**config.mk**
```make
export PLATFORM = sky130hd
export DESIGN_NAME = m68k_bus_master
export DESIGN_NICKNAME = d
export VERILOG_FILES = /design/src/rtl/m68k_bus_master.sv
export SDC_FILE = /design/constraint.sdc
export NUM_CORES = 1
export LEC_CHECK = 0
export CORE_ASPECT_RATIO = 1.5
export CORE_MARGIN = 5
export CORE_UTILIZATION = 48
export DETAILED_ROUTE_END_ITERATION = 6
export PLACE_DENSITY = 0.93
export SLEW_MARGIN = 15
export SYNTH_ARGS = -nofsm -noshare
export SYNTH_HDL_FRONTEND = slang
export SYNTH_SLANG_ARGS = --single-unit
```
**constraint.sdc**
```tcl
create_clock -name sysclk -period 4.7 [get_ports sysclk]
set_clock_uncertainty 0.1 [all_clocks]
set_input_delay 0.705 -clock sysclk [delete_from_list [all_inputs] [get_ports sysclk]]
set_output_delay 0.705 -clock sysclk [all_outputs]
set_load 0.1 [all_outputs]
```
**src/rtl/m68k_bus_master.sv**
```systemverilog
// 68000 asynchronous bus master: sequences S0..S7 half-states from a command port,
// with wait-state timeout, byte strobes, TAS read-modify-write and one BERR+HALT re-run.
module m68k_bus_master #(
    parameter int ADDR_WIDTH = 24,
    parameter int TIMEOUT    = 64,
    parameter int CNT_WIDTH  = 7
) (
    input  logic                  sysclk,
    input  logic                  sysrst,
    input  logic                  req,
    input  logic                  cmd_read,
    input  logic                  cmd_tas,
    input  logic [1:0]            cmd_be,
    input  logic [ADDR_WIDTH-1:0] cmd_addr,
    input  logic [2:0]            cmd_fc,
    input  logic [15:0]           cmd_wdata,
    output logic                  busy,
    output logic                  done,
    output logic [1:0]            status,
    output logic [15:0]           rdata,
    output logic [ADDR_WIDTH-1:0] addr,
    output logic [2:0]            fc,
    output logic                  as_n,
    output logic                  uds_n,
    output logic                  lds_n,
    output logic                  w_n,
    output logic [15:0]           d_out,
    output logic                  d_oe,
    input  logic [15:0]           d_in,
    input  logic                  dtack_n,
    input  logic                  berr_n,
    input  logic                  halt_n
);
    typedef enum logic [3:0] {
        ST_IDLE, ST_S0, ST_S1, ST_S2, ST_S3, ST_S4, ST_S5, ST_S6, ST_S7, ST_RWAIT
    } state_t;

    state_t                r_state, w_next;
    logic                  r_read, r_tas, r_wrph, r_retry, r_abort, r_done;
    logic [1:0]            r_be, r_res, r_status;
    logic [ADDR_WIDTH-1:0] r_addr;
    logic [2:0]            r_fc;
    logic [15:0]           r_wdata, r_rdata;
    logic [CNT_WIDTH-1:0]  r_cnt;
    logic w_latch, w_restart, w_rwait, w_berr, w_tmo, w_inc, w_turn, w_fin, w_cap, w_wr;

    always_comb begin
        w_next    = r_state;
        w_latch   = 1'b0;
        w_restart = 1'b0;
        w_rwait   = 1'b0;
        w_berr    = 1'b0;
        w_tmo     = 1'b0;
        w_inc     = 1'b0;
        w_turn    = 1'b0;
        w_fin     = 1'b0;
        w_wr      = !r_read || r_wrph;
        w_cap     = 1'b0;
        unique case (r_state)
            ST_IDLE: if (req) begin w_next = ST_S0; w_latch = 1'b1; end
            ST_S0:   w_next = ST_S1;
            ST_S1:   w_next = ST_S2;
            ST_S2:   w_next = ST_S3;
            ST_S3:   w_next = ST_S4;
            ST_S4: begin
                if (!berr_n) begin
                    if (!halt_n && !r_retry) begin w_next = ST_RWAIT; w_rwait = 1'b1; end
                    else begin w_next = ST_S7; w_berr = 1'b1; end
                end else if (!dtack_n) begin
                    w_next = ST_S5;
                end else if (r_cnt == CNT_WIDTH'(TIMEOUT)) begin
                    // timed-out cycle still runs S5/S6 (without capture) so abort
                    // completes at the same point a TIMEOUT-wait transfer would
                    w_next = ST_S5;
                    w_tmo  = 1'b1;
                end else begin
                    w_inc = 1'b1;
                end
            end
            ST_S5:   w_next = ST_S6;
            ST_S6: begin
                w_cap = !w_wr && !r_abort;
                if (r_tas && !r_wrph && !r_abort) begin w_next = ST_S2; w_turn = 1'b1; end
                else w_next = ST_S7;
            end
            ST_S7:   begin w_next = ST_IDLE; w_fin = 1'b1; end
            ST_RWAIT: if (halt_n) begin w_next = ST_S0; w_restart = 1'b1; end
            default: w_next = ST_IDLE;
        endcase
    end

    always_comb begin
        busy  = (r_state != ST_IDLE);
        done  = r_done;
        status = r_status;
        rdata = r_rdata;
        addr  = '0;
        fc    = '0;
        as_n  = 1'b1;
        uds_n = 1'b1;
        lds_n = 1'b1;
        w_n   = 1'b1;
        d_oe  = 1'b0;
        d_out = '0;
        if (r_state inside {ST_S1, ST_S2, ST_S3, ST_S4, ST_S5, ST_S6, ST_S7}) begin
            addr = {r_addr[ADDR_WIDTH-1:1], 1'b0};
            fc   = r_fc;
        end
        if (r_state inside {ST_S2, ST_S3, ST_S4, ST_S5, ST_S6}) as_n = 1'b0;
        if ((!w_wr && (r_state inside {ST_S2, ST_S3, ST_S4, ST_S5, ST_S6})) ||
            ( w_wr && (r_state inside {ST_S4, ST_S5, ST_S6}))) begin
            uds_n = !r_be[1];
            lds_n = !r_be[0];
        end
        if (w_wr && (r_state inside {ST_S2, ST_S3, ST_S4, ST_S5, ST_S6, ST_S7})) w_n = 1'b0;
        if (w_wr && (r_state inside {ST_S3, ST_S4, ST_S5, ST_S6, ST_S7})) begin
            d_oe  = 1'b1;
            d_out = r_wrph ? (r_rdata | 16'h0080) : r_wdata;
        end
    end

    always_ff @(posedge sysclk) begin
        if (sysrst) begin
            r_state  <= ST_IDLE;
            r_read   <= 1'b0;
            r_tas    <= 1'b0;
            r_be     <= '0;
            r_addr   <= '0;
            r_fc     <= '0;
            r_wdata  <= '0;
            r_rdata  <= '0;
            r_cnt    <= '0;
            r_wrph   <= 1'b0;
            r_retry  <= 1'b0;
            r_abort  <= 1'b0;
            r_res    <= '0;
            r_status <= '0;
            r_done   <= 1'b0;
        end else begin
            r_state <= w_next;
            r_done  <= w_fin;
            if (w_latch) begin
                r_read  <= cmd_read | cmd_tas;
                r_tas   <= cmd_tas;
                r_be    <= (cmd_be == 2'b00) ? 2'b11 : cmd_be;
                r_addr  <= cmd_addr;
                r_fc    <= cmd_fc;
                r_wdata <= cmd_wdata;
                r_retry <= 1'b0;
            end
            if (w_latch || w_restart) begin
                r_cnt   <= '0;
                r_wrph  <= 1'b0;
                r_abort <= 1'b0;
                r_res   <= 2'd0;
            end
            if (w_turn) begin
                r_cnt  <= '0;
                r_wrph <= 1'b1;
            end
            if (w_inc)   r_cnt   <= r_cnt + CNT_WIDTH'(1);
            if (w_rwait) r_retry <= 1'b1;
            if (w_berr)  r_res   <= 2'd1;
            if (w_tmo) begin
                r_res   <= 2'd2;
                r_abort <= 1'b1;
            end
            if (w_cap) begin
                if (r_be[1]) r_rdata[15:8] <= d_in[15:8];
                if (r_be[0]) r_rdata[7:0]  <= d_in[7:0];
            end
            if (w_fin) r_status <= (r_res == 2'd0 && r_retry) ? 2'd3 : r_res;
        end
    end
endmodule

```
* After elaboration in Yosys (flattened, before gate mapping)
Index checks and enable logic that the tools add are counted.
Storage, ports and cells: output and inout port bits 68, register bits 82, word-level logic and storage cells 123, input port bits 69
Cells by class: mux-type cells 52, equal/unequal tests 13, bitwise logic cells 1, add/subtract/negate cells 1, reductions and logical operators 39
Operators by type and width (count):
- $pmux W4 S9 | 1
- $mux W1 | 33
- $mux W16 | 2
- $mux W24 | 1
- $mux W4 | 6
- $mux W7 | 3
- $eq A4 B3 Y1 const B | 4
- $mux W2 | 5
- $reduce_bool A5 Y1 | 2
- $logic_and A1 B1 Y1 | 9
- $reduce_bool A3 Y1 | 3
- $eq A4 B2 Y1 const B | 2
- $eq A4 B4 Y1 const B | 2
- $logic_not A1 Y1 | 8
- $reduce_bool A2 Y1 | 4
- $add A7 B1 Y7 const B | 1
- $eq A7 B7 Y1 const B | 1
- $reduce_bool A7 Y1 | 1
- $reduce_bool A6 Y1 | 1
- $eq A4 B1 Y1 const B | 1
- $logic_not A2 Y1 | 2
- $logic_not A4 Y1 | 1
- $ne A2 B2 Y1 const B | 2
- $ne A4 B4 Y1 const B | 1
- other kinds (7) | 10

* Logic depth before layout (Yosys ltp)
depth in word-level cells 7, mapped depth 7, depth with buffers taken out 6

* Least setup slack after synthesis
No wires, ideal clock.
kind flip-flop to output port, start point register r_state[0], end point output w_n, required time 3.895 ns, arrival time 3.027 ns, setup slack 0.868 ns, cell stages (with the launch flop) 6, buffers on the path 2, cells stage by stage dfxtp_1 -> buf_2 -> inv_1 -> and3_1 -> buf_2 -> o21ai_0
Between the ends: word-level cells in the longest chain between the ends 4, elaborated cells between the ends (all ways) 9, classes of those cells 6 x eq/ne; 1 x mux; 2 x reduce/logical
RTL lines:
- start: declaration | line 38 | state_t r_state, w_next;
- start signal: assignment | line 140 | r_state <= w_next;
- $eq A4 B2 Y1 (tied with other cells) | line 115 | if (w_wr && (r_state inside {ST_S2, ST_S3, ST_S4, ST_S5, ST_S6, ST_S7})) w_n = 1'b0;
- $reduce_bool A6 Y1 * | line 115
- $logic_and A1 B1 Y1 * | line 115
- $mux W1 * | line 115
- end: declaration | line 26 | output logic w_n,
Every way passes the cells marked *; elsewhere a longest branch is shown, timed or not.

* Worst setup path after layout
start point register r_state[2], end point output w_n
The elaborated chain is that of the path after synthesis.

==> flow_summary.toml <==
[logic_synthesis]
synth_compound_area_share_pct = 12.4
netlist-cell-type-count = 46
synth_mux_area_share_pct = 8.77
synth_area_sq_mm = 0.00367
async_flop_share_pct = 0
yosysWarnings = 0
synth-edff-count = 0
synth.yosys.seq_area_share_pct = 44.2
synthAdderAreaFrac_pct = 0.682
synth_top_family_by_area = "simple AND/OR/NAND/NOR gates"
synthFlopType = "dfxtp_1"
synth_xor_area_share_pct = 0.477
synthSimpleGateAreaFrac_pct = 28.1
syn_nets = 523
synth.avg_cell_area_sq_um = 8.12
ys_seq_elements = 81
synth_cells = 452

[clocking]
numCtsBuffers = 9
cts_hold_buf = 0
ctsHtreeMaxLevel = 3
path_clk_slew_ns = 0.06
clockBufferDepth = 2
cts.sinks = 81
clock_latency_ns = 0.33
clock-root-buffer = "clkbuf_16"
cts_tree = "yes"
post_cts_buffers = 0
cts.repair.resized = 0

[routing]
vias_per_cell = 5.15
drc = 0
drt_pre_antenna_iters = 4
drt_iter0_drc = 233
ant_nets = 0
num_vias = 3482
drt_wl_total_mm = 10.2
wl_per_cell_um = 15.1

[timing]
slew_viol_final = 0
period_share_pct = 75.2
tightestPinTransition_ns = 1.01
slew_headroom_pct = 32.2
holdWs_ns = 0.351
hold_viol = 0
period_minus_slack_ns = 3.53
setup_viol = 0
fmax_mhz = 283
setup_tns_ns = 0
rsz0062_at_grt = "false"

[setup_path]
crit_path_cell_trace = "nor2_1 > and3_1 > o21ai_0 > clkdlybuf4s50_1"
max_stage_delay_ns = 1.15
reg2reg_from = "r_state[3]$_SDFFE_PP0P_"
timing.rr.end = "r_read$_SDFFE_PP0P_"
critical_path_class = "reg -> out"
slowest_stage = "clkdlybuf4s50_1"
reg2reg_depth = 5
r2r_setup_slack_ns = 2.29
required_ns = 3.89
critPathArrivalTime_ns = 2.73
path_max_fanout = 13
crit_path_end_kind = "output port"
start_kind = "register"

[finish]
multiInputGateArea_sq_mm = 0.00185
num_antenna_cells = 0
final_cell_mix = "nand2_1 (97), clkdlybuf4s50_1 (90), dfxtp_1 (81), a21oi_1 (51), buf_4 (48)"
regArea_sq_mm = 0.00162
syn_to_final_growth_pct = 41.2
fillerInstances = 594
final_common_cell = "nand2_1"
nNetsFinal = 640
layout-drive-gt1-share_pct = 13.2

[placement]
hpwl_mm = 7.21
io_buffers = 134
gp_congestion = 0.812

[global_routing]
grt_pass1_vias = 3341
grt_max_degree = 56
overflow = 0
grt_first_pass_wirelength_mm = 15.8
antenna_found_initial = 0
grt_usage_pct = 21.5

[hold_path]
worst_hold_startpoint = "r_addr[2]$_SDFFE_PP0P_"
whs_endpoint = "r_addr[2]$_SDFFE_PP0P_"
hold_class = "reg -> reg"
hold_depth = 2

[floorplanning]
chipHeight_um = 117
fp.dieW_um = 81.4
rows = 39
num_io_pins = 137
dieArea_sq_mm = 0.00953
initial_utilization_pct = 48.5
core_sq_mm = 0.00756

[flow_run]
cap_violations = 0

[power]
power_density_mw_per_mm2 = 346
leakagePower_nw = 2.11
p_total_w = 0.00179
ir_worst_vdd_uv = 303

[outcome]
status = "complete, no violations"
Yosys cell counts, types with 4 or more instances:
| library cell | number | area share, % |
|---|---|---|
| inv_1 | 8 | 0.82 |
| a21oi_1 | 51 | 7.0 |
| and3_1 | 4 | 0.68 |
| nor3_1 | 6 | 0.82 |
| nor2_1 | 47 | 4.8 |
| dfxtp_1 | 81 | 44 |
| and2_1 | 27 | 4.6 |
| buf_2 | 12 | 1.6 |
| nand3_1 | 8 | 1.1 |
| nand2b_1 | 7 | 1.2 |
| clkbuf_1 | 15 | 1.5 |
| nand2_1 | 97 | 9.9 |
| a211oi_1 | 4 | 0.82 |
| mux2i_1 | 31 | 8.5 |
where the power goes:
| part | switching, W | total, W | internal, W |
|---|---|---|---|
| clock network | 0.000271 | 0.000658 | 0.000387 |
| logic | 0.000249 | 0.000373 | 0.000124 |
| registers | 0.0000326 | 0.000760 | 0.000727 |
area by class of cell:
cell class / instances / share of cell area (%)
Clock buffer: 12 / 4.95
Clock inverter: 4 / 0.531
Sequential cell: 81 / 31.3
Multi-Input combinational cell: 330 / 35.7
Tap cell: 102 / 2.46
Timing Repair Buffer: 139 / 24.4
Inverter: 8 / 0.580
how the worst max path moves through the flow:
stage                     end  depth (start not counted)                     from
final                     w_n                          4  r_state[2]$_SDFFE_PP0P_
after global routing      w_n                          4  r_state[2]$_SDFFE_PP0P_
after CTS                 w_n                          4  r_state[2]$_SDFFE_PP0P_
after detailed placement  w_n                          4  r_state[2]$_SDFFE_PP0P_
after global placement    w_n                          4  r_state[2]$_SDFFE_PP0P_
after floorplan           w_n                          5  r_state[0]$_SDFFE_PP0P_
sequential cells by signal, summed over array words and instances (netlist names):
name     flops
done         1
r_abort      1
r_addr      23
r_be         2
r_cnt        7
r_fc         3
r_read       1
r_res        2
r_retry      1
r_state      4
r_tas        1
r_wdata     16
r_wrph       1
rdata       16
status       2
worst max-delay path, delay by kind of cell, from the launching register on:
kind,cells,cell delay [ns]
flops,1,0.57
buf+inv,1,1.15
simple gates,2,0.50
compound gates,1,0.18
cells by family (layout without fill, tap and decap cells):
logic type / count (synthesis) / after routing
xor gates and xnor gates: 2 / 2
muxes: 32 / 32
adders and majority gates: 2 / 2
buffers and inverters: 41 / 163
AOI/OAI and AO/OA: 75 / 75
other: 1 / 1
and+or+nand+nor: 218 / 218
DFF: 81 / 81
per-stage QoR:
step	util, %	worst slack (ns)	instances	instance area (sq um)
2_1_floorplan	-	0.868	452	3670
3_3_place_gp	64.7	1.56	660	4900
3_5_place_dp	64.7	1.53	660	4900
4_1_cts	68.5	1.18	676	5180
5_1_grt	68.5	0.994	676	5180
6_report	68.5	1.17	676	5180
per-layer routing:
layer	GRT usage [%]	part of all wire [%]
met5	0	0
met4	10.7	3.9
met3	5.51	6.5
met2	37.2	52
met1	24.2	38
Power figures use the tool's default switching activity.
